File: config.mk
export PLATFORM = sky130hd
export DESIGN_NAME = apb_master_bridge
export DESIGN_NICKNAME = d
export VERILOG_FILES = /design/src/rtl/apb_pkg.sv /design/src/rtl/apb_timeout_ctr.sv /design/src/rtl/apb_master_bridge.sv
export SDC_FILE = /design/constraint.sdc
export NUM_CORES = 1
export LEC_CHECK = 0
export CORE_MARGIN = 1
export CORE_UTILIZATION = 40
export DETAILED_ROUTE_END_ITERATION = 10
export GPL_ROUTABILITY_DRIVEN = 0
export PLACE_DENSITY = 0.8
export SLEW_MARGIN = 30
export SYNTH_ARGS = -nofsm -noshare
export SYNTH_HDL_FRONTEND = slang
export SYNTH_SLANG_ARGS = --single-unit
File: constraint.sdc
create_clock -name apb_pclk -period 2.33 [get_ports apb_pclk]
set_input_delay 0.466 -clock apb_pclk [delete_from_list [all_inputs] [get_ports apb_pclk]]
set_output_delay 0.466 -clock apb_pclk [all_outputs]
set_load 0.02 [all_outputs]
File: src/rtl/apb_pkg.sv
// Shared APB definitions: FSM state encodings and default bus widths used by the
// bridge and by APB completer blocks.
package apb_pkg;

    localparam int APB_ADDR_W  = 32;
    localparam int APB_DATA_W  = 32;
    localparam int APB_TIMEOUT = 16;

    typedef enum logic [1:0] {
        ST_IDLE   = 2'd0,
        ST_SETUP  = 2'd1,
        ST_ACCESS = 2'd2
    } apb_state_e;

endpackage

File: src/rtl/apb_timeout_ctr.sv
// ACCESS-phase wait counter: cleared before ACCESS, counts stalled cycles, and flags
// expiry on the stalled cycle that reaches TIMEOUT-1. TIMEOUT=0 never expires.
module apb_timeout_ctr #(
    parameter int TIMEOUT = 16
) (
    input  logic i_clk,
    input  logic i_rst,
    input  logic i_clear,
    input  logic i_enable,
    output logic o_expire
);

    localparam int CW = (TIMEOUT > 0) ? $clog2(TIMEOUT + 1) : 1;
    localparam logic [CW-1:0] LAST = (TIMEOUT > 0) ? CW'(TIMEOUT - 1) : '0;

    logic [CW-1:0] r_count;

    always_ff @(posedge i_clk) begin
        if (i_rst) begin
            r_count <= '0;
        end else if (i_clear) begin
            r_count <= '0;
        end else if (i_enable) begin
            r_count <= r_count + 1'b1;
        end
    end

    assign o_expire = (TIMEOUT > 0) && i_enable && (r_count == LAST);

endmodule

File: src/rtl/apb_master_bridge.sv
// APB initiator: one command in flight, SETUP then ACCESS, result parked in a
// one-deep response register until the requester takes it.
module apb_master_bridge
    import apb_pkg::*;
#(
    parameter int ADDR_W  = APB_ADDR_W,
    parameter int DATA_W  = APB_DATA_W,
    parameter int TIMEOUT = APB_TIMEOUT
) (
    input  logic              apb_pclk,
    input  logic              apb_prst,
    input  logic              cmd_valid,
    output logic              cmd_ready,
    input  logic              cmd_write,
    input  logic [ADDR_W-1:0] cmd_addr,
    input  logic [DATA_W-1:0] cmd_wdata,
    output logic              rsp_valid,
    input  logic              rsp_ready,
    output logic [DATA_W-1:0] rsp_rdata,
    output logic              rsp_err,
    output logic              rsp_timeout,
    output logic              apb_psel,
    output logic              apb_penable,
    output logic              apb_pwrite,
    output logic [ADDR_W-1:0] apb_paddr,
    output logic [DATA_W-1:0] apb_pwdata,
    input  logic [DATA_W-1:0] apb_prdata,
    input  logic              apb_pready,
    input  logic              apb_pslverr,
    output logic [1:0]        o_dbg_state
);

    apb_state_e        r_state;
    logic              r_psel;
    logic              r_penable;
    logic              r_pwrite;
    logic [ADDR_W-1:0] r_paddr;
    logic [DATA_W-1:0] r_pwdata;
    logic              r_rsp_valid;
    logic [DATA_W-1:0] r_rsp_rdata;
    logic              r_rsp_err;
    logic              r_rsp_timeout;

    logic w_cmd_ready;
    logic w_tmo_clear;
    logic w_tmo_en;
    logic w_tmo_expire;

    // Accepting only with an empty response register keeps exactly one command in flight.
    assign w_cmd_ready = (r_state == ST_IDLE) && !r_rsp_valid;
    assign w_tmo_clear = (r_state == ST_SETUP);
    assign w_tmo_en    = (r_state == ST_ACCESS) && !apb_pready;

    apb_timeout_ctr #(
        .TIMEOUT (TIMEOUT)
    ) u_timeout_ctr (
        .i_clk    (apb_pclk),
        .i_rst    (apb_prst),
        .i_clear  (w_tmo_clear),
        .i_enable (w_tmo_en),
        .o_expire (w_tmo_expire)
    );

    always_ff @(posedge apb_pclk) begin
        if (apb_prst) begin
            r_state       <= ST_IDLE;
            r_psel        <= 1'b0;
            r_penable     <= 1'b0;
            r_pwrite      <= 1'b0;
            r_paddr       <= '0;
            r_pwdata      <= '0;
            r_rsp_valid   <= 1'b0;
            r_rsp_rdata   <= '0;
            r_rsp_err     <= 1'b0;
            r_rsp_timeout <= 1'b0;
        end else begin
            if (r_rsp_valid && rsp_ready) begin
                r_rsp_valid   <= 1'b0;
                r_rsp_rdata   <= '0;
                r_rsp_err     <= 1'b0;
                r_rsp_timeout <= 1'b0;
            end

            case (r_state)
                ST_IDLE: begin
                    if (cmd_valid && w_cmd_ready) begin
                        r_pwrite  <= cmd_write;
                        r_paddr   <= cmd_addr;
                        r_pwdata  <= cmd_wdata;
                        r_psel    <= 1'b1;
                        r_penable <= 1'b0;
                        r_state   <= ST_SETUP;
                    end
                end
                ST_SETUP: begin
                    r_penable <= 1'b1;
                    r_state   <= ST_ACCESS;
                end
                ST_ACCESS: begin
                    // A ready completer beats an expiring counter in the same cycle.
                    if (apb_pready) begin
                        r_psel        <= 1'b0;
                        r_penable     <= 1'b0;
                        r_rsp_valid   <= 1'b1;
                        r_rsp_rdata   <= r_pwrite ? '0 : apb_prdata;
                        r_rsp_err     <= apb_pslverr;
                        r_rsp_timeout <= 1'b0;
                        r_state       <= ST_IDLE;
                    end else if (w_tmo_expire) begin
                        r_psel        <= 1'b0;
                        r_penable     <= 1'b0;
                        r_rsp_valid   <= 1'b1;
                        r_rsp_rdata   <= '0;
                        r_rsp_err     <= 1'b1;
                        r_rsp_timeout <= 1'b1;
                        r_state       <= ST_IDLE;
                    end
                end
                default: begin
                    r_psel    <= 1'b0;
                    r_penable <= 1'b0;
                    r_state   <= ST_IDLE;
                end
            endcase
        end
    end

    assign cmd_ready   = w_cmd_ready;
    assign rsp_valid   = r_rsp_valid;
    assign rsp_rdata   = r_rsp_rdata;
    assign rsp_err     = r_rsp_err;
    assign rsp_timeout = r_rsp_timeout;
    assign apb_psel    = r_psel;
    assign apb_penable = r_penable;
    assign apb_pwrite  = r_pwrite;
    assign apb_paddr   = r_paddr;
    assign apb_pwdata  = r_pwdata;
    assign o_dbg_state = r_state;

endmodule

Word-level counts from Yosys, hierarchy flattened
Index checks and enable logic that the tools add are counted.
- flip-flop bits (word level): 109
- bits in latches: 0
- RAM bits: 0
- memory bits (read-only): 0
- bits of input ports: 103
- memories kept: 0
- add/subtract/negate cells: 1
- multipliers: 0
- divide/modulo/power cells: 0
- $lt $le $gt $ge: 0
- eq/ne operators: 5
- shifts and indexed selects: 0
- multiplexer cells: 27
- bitwise logic cells: 1
- reductions and logical operators: 12
- operators with widths (operator ; count):
    32-bit 2-to-1 mux ; 5
    1-bit 2-to-1 mux ; 16
    2-bit 2-to-1 mux ; 3
    1-bit one-hot mux with 3 select lines ; 2
    2-bit one-hot mux with 3 select lines ; 1
    5-bit by 1-bit adder with 5-bit output, second input constant ; 1
    5-bit by 4-bit equality test with 1-bit output, second input constant ; 1
    1-bit logical AND ; 5
    2-bit AND reduction ; 2
    3-bit by 2-bit inequality test with 1-bit output, second input constant ; 1
    3-bit AND reduction ; 1
    2-bit by 1-bit equality test with 1-bit output, second input constant ; 1
    2-bit equality test, second input constant ; 1
    1-bit zero test ; 2
    2-bit zero test ; 1
    2-bit by 1-bit inequality test with 1-bit output, second input constant ; 1
    2-bit OR reduction ; 1
    1-bit inverter ; 1

Depth between registers and ports, before layout
- depth after elaboration: 6
- depth in mapped cells: 7
- depth with buffers taken out: 6

Hierarchy
A second synthesis with hierarchy kept.
- cells, all modules: 409
- area, all modules: 3756.1 µm²
- modules (own cells, without submodules) (module ; instances ; cells each ; area each (µm²) ; sequential area each (µm²)):
    apb_master_bridge ; 1 ; 385 ; 3475.8 ; 2062.0
    apb_timeout_ctr ; 1 ; 24 ; 280.3 ; 100.1

Worst setup path after synthesis
No wires, ideal clock.
- path kind: reg-to-reg
- from: reg u_timeout_ctr.r_count[0]
- to: reg r_rsp_rdata[10] (netlist: rsp_rdata[10])
- setup time: 0.070 ns
- data arrival time: 1.688 ns
- slack: 0.571 ns
- cell stages (with the launch flop): 8
- path buffers: 1
- cell sequence: dfxtp_1 > ha_1 > and3_1 > ha_1 > nor2_1 > clkbuf_1 > o211ai_1 > a21oi_1
- word-level cells in the longest chain between the ends: 5
- RTL lines (item ; RTL line ; RTL):
    start, declared ; apb_timeout_ctr.sv:16 ; logic [CW-1:0] r_count;
    start signal, assigned ; apb_timeout_ctr.sv:24 ; r_count <= r_count + 1'b1;
    5-bit by 4-bit equality test with 1-bit output ; apb_timeout_ctr.sv:28 ; assign o_expire = (TIMEOUT > 0) && i_enable && (r_count == LAST);
    1-bit logical AND ; apb_timeout_ctr.sv:28 ;
    32-bit 2-to-1 mux ; apb_master_bridge.sv:109 ; end else if (w_tmo_expire) begin
    32-bit 2-to-1 mux ; apb_master_bridge.sv:101 ; if (apb_pready) begin
    32-bit 2-to-1 mux ; apb_master_bridge.sv:84 ; case (r_state)
    end signal, assigned ; apb_master_bridge.sv:105 ; r_rsp_rdata <= r_pwrite ? '0 : apb_prdata;
    end, declared ; apb_master_bridge.sv:40 ; logic [DATA_W-1:0] r_rsp_rdata;
Every way passes these cells.
A chain may end at the register's enable or synchronous reset.

Final worst setup path
- from: reg r_rsp_valid (netlist: rsp_valid)
- to: out cmd_ready
- word-level cells in the longest chain between the ends: 2
- RTL lines (item ; RTL line ; RTL):
    start, declared ; apb_master_bridge.sv:39 ; logic r_rsp_valid;
    start signal, assigned ; apb_master_bridge.sv:72 ; r_rsp_valid <= 1'b0;
    start signal, assigned ; apb_master_bridge.sv:78 ; r_rsp_valid <= 1'b0;
    start signal, assigned ; apb_master_bridge.sv:104 ; r_rsp_valid <= 1'b1;
    1-bit zero test ; apb_master_bridge.sv:50 ; assign w_cmd_ready = (r_state == ST_IDLE) && !r_rsp_valid;
    1-bit logical AND ; apb_master_bridge.sv:50 ;
    end, declared ; apb_master_bridge.sv:13 ; output logic cmd_ready,
Every way passes these cells.

==> results.sh <==
export IMPL_cts_root_buffer="clkbuf_8"
export IMPL_worstSetupPathType="flip-flop to output pin"
export IMPL_rsz0062_at_grt="no"
export IMPL_layout_setup_ws_ns=0.286
export IMPL_critPathMaxFanout=7
export IMPL_tightest_slew_ns=0.504
export IMPL_min_path_cells=2
export IMPL_setup_violations_final=0
export IMPL_chipWidth_um=103
export IMPL_final_nets=792
export IMPL_r2r_start="u_timeout_ctr.r_count[0]"
export IMPL_grt_max_degree=66
export IMPL_synth_cell_types=31
export IMPL_fin_tns_setup_ns=0
export IMPL_wl_per_cell_um=13.9
export IMPL_cts_setup_buffers=0
export IMPL_syn_avg_cell_area_um2=8.17
export IMPL_clkSinkCount=109
export IMPL_power_leakage_nw=2.28
export IMPL_pre_cts_ws_ns=0.152
export IMPL_hold_end="apb_paddr[4]"
export IMPL_slew_viol_final=0
export IMPL_syn_nets=606
export IMPL_first_pass_iters=4
export IMPL_rows=36
export IMPL_cts_buffers=9
export IMPL_avgViaCountPerCell=4.99
export IMPL_grt_pass1_vias=3878
export IMPL_syn_inst=501
export IMPL_clkSlewWorstSetupHoldPaths_ns=0.10
export IMPL_ys_seq_area_share_pct=53.3
export IMPL_die_h_um=103
export IMPL_io_pins=208
export IMPL_first_iter_violations=162
export IMPL_fin_skew_ns=0.0129
export IMPL_worstPathArrival_ns=1.58
export IMPL_async_flop_share_pct=0
export IMPL_outcome="complete, no violations"
export IMPL_dpl_hpwl_mm=8.08
export IMPL_core_area_mm2=0.00986
export IMPL_drive_gt1_share_pct=4.77
export IMPL_die_area_mm2=0.0106
export IMPL_synth_flop_cell="dfxtp_1"
export IMPL_final_period_utilization_pct=87.7
export IMPL_r2r_end="rsp_rdata[7]"
export IMPL_ctsHoldBuffers=0
export IMPL_n_antenna_cell=0
export IMPL_relSlewSlack_pct=66.4
export IMPL_clock_latency_ns=0.36
export IMPL_yosysWarnings=0
export IMPL_drt_drc_violations_left=0
export IMPL_fin_util_pct=65.7
export IMPL_hp_start="apb_paddr[4]"
export IMPL_wirelength_mm=11.5
export IMPL_required_ns=1.86
export IMPL_cts_max_path_buffers=2
export IMPL_vias=4116
export IMPL_period_minus_slack_ns=2.04
export IMPL_hp_class="flip-flop to flip-flop"
export IMPL_holdWs_ns=0.460
export IMPL_cap_violations=0
export IMPL_area_growth_pct=58.2
export IMPL_synth_area_mm2=0.00409
export IMPL_track_usage_pct=21.3
export IMPL_reg2reg_slack_ns=0.46
export IMPL_num_fill_cells=809
export IMPL_fmax_ghz=0.489
export IMPL_hold_viol_final=0
export IMPL_cts_tree="built"
export IMPL_ant_nets=0
export IMPL_start_kind="flip-flop"
export IMPL_powerDensity_mw_per_mm2=616
export IMPL_start_util_pct=41.5
export IMPL_io_buffer_count=207
export IMPL_reg2reg_depth=7
export IMPL_ys_ff_latch=109
export IMPL_cts_max_level=3
export IMPL_synth_edf_count=0
export IMPL_gr_total_overflow=0
export IMPL_antenna_found_initial=0
export IMPL_ctsResizeCount=0
export IMPL_ir_drop_v=0.000300
export IMPL_grt_pass1_wl_mm=17.8
export IMPL_end_kind="output pin"
stage by stage:
step,total power (W),instance area [µm²],cells
global route,0.00417,6480,825
finish,0.00399,6480,825
detailed placement,0.00283,6260,809
global placement,0.00282,6260,809
floorplan,0.00241,4090,501
CTS,0.00403,6480,825
logic make-up after synthesis:
kind of cell | synth area share [%]
compound gates | 20.6
fa+ha+maj | 0.611
buf+inv | 5.23
flops | 53.3
mux | 0.489
simple gates | 19.7
cells in the mapped netlist, types with 2 or more instances:
cell type	count	area share, %
buf_2	9	1.1
o311ai_0	2	0.43
nor2_1	9	0.83
a21oi_1	104	13
clkbuf_1	30	2.8
a211oi_1	2	0.37
nor3_1	2	0.24
o211ai_1	32	5.9
buf_6	4	1.1
o31ai_1	2	0.37
mux2i_1	2	0.49
nand3b_1	2	0.37
nand2b_1	3	0.46
nor2b_1	2	0.31
nor3b_1	2	0.37
nor4bb_1	2	0.49
inv_1	3	0.28
dfxtp_1	109	53
ha_1	2	0.61
nand2_1	167	15
metal layers:
layer	routed length (µm)	up-vias	GRT usage [%]
li1	-	2059	-
met4	152	0	5.96
met5	0	-	0
met2	5310	177	36.2
met1	4670	1866	24.1
met3	1360	14	9.56
flip-flops by register name, summed over array words and instances (netlist names):
register	cells
apb_paddr	32
apb_penable	1
apb_psel	1
apb_pwdata	32
apb_pwrite	1
o_dbg_state	2
rsp_err	1
rsp_rdata	32
rsp_timeout	1
rsp_valid	1
u_timeout_ctr.r_count	5
cell usage in the layout (no fill, tap or decap):
cell and count:
clkdlybuf4s50_1 206, nand2_1 167, dfxtp_1 109, a21oi_1 104, o211ai_1 32, clkbuf_8 11
buf_4 10, nor2_1 8, inv_1 3, nand2b_1 3, nor3_1 2, nand3b_1 2
o311ai_0 2, nor2b_1 2, mux2i_1 2, o31ai_1 2, nor3b_1 2, a211oi_1 2
ha_1 2, clkinv_4 2, inv_6 2, buf_12 2, and3_1 1, nor4b_4 1
or4b_2 1, nor4bb_4 1, nor2_2 1, nand4b_1 1, or4_1 1, nor4bb_1 1
o21bai_1 1, a32oi_1 1, o21a_1 1, or3b_2 1, o21ai_0 1, a22oi_1 1
bufinv_16 1
worst max-delay path: stages (launching register included):
cell	delay, ns
dfxtp_1	0.41
nor3_1	0.17
clkdlybuf4s50_1	0.65
cell type report:
class / count / area [µm²] / area share (%)
flip-flops and latches: 109 / 2180 / 33.7
inverters: 3 / 11.3 / 0.174
clock inverters: 5 / 65.1 / 1.00
repair buffers: 218 / 2180 / 33.6
clock buffers: 11 / 151 / 2.34
multi-input cells: 346 / 1720 / 26.6
well taps: 133 / 166 / 2.57
how the worst max path moves through the flow:
stage / endpoint / from / slack (ns) / cells after the start
5_1_grt: cmd_ready / rsp_valid / 0.22 / 2
3_5_place_dp: apb_paddr[11] / cmd_valid / 0.15 / 5
3_3_place_gp: apb_pwrite / cmd_valid / 0.19 / 5
6_report: cmd_ready / rsp_valid / 0.29 / 2
4_1_cts: cmd_ready / rsp_valid / 0.26 / 2
2_1_floorplan: rsp_rdata[10] / u_timeout_ctr.r_count[0] / 0.57 / 7
where the power goes:
part / total, W / internal, W / switching, W / leakage (nW)
sequential: 0.00201 / 0.00196 / 0.0000504 / 0.890
clock: 0.00120 / 0.000568 / 0.000635 / 0.111
combinational: 0.000779 / 0.000398 / 0.000382 / 1.28
total: 0.00399 / 0.00292 / 0.00107 / 2.28
(Power assumes the default switching activity.)
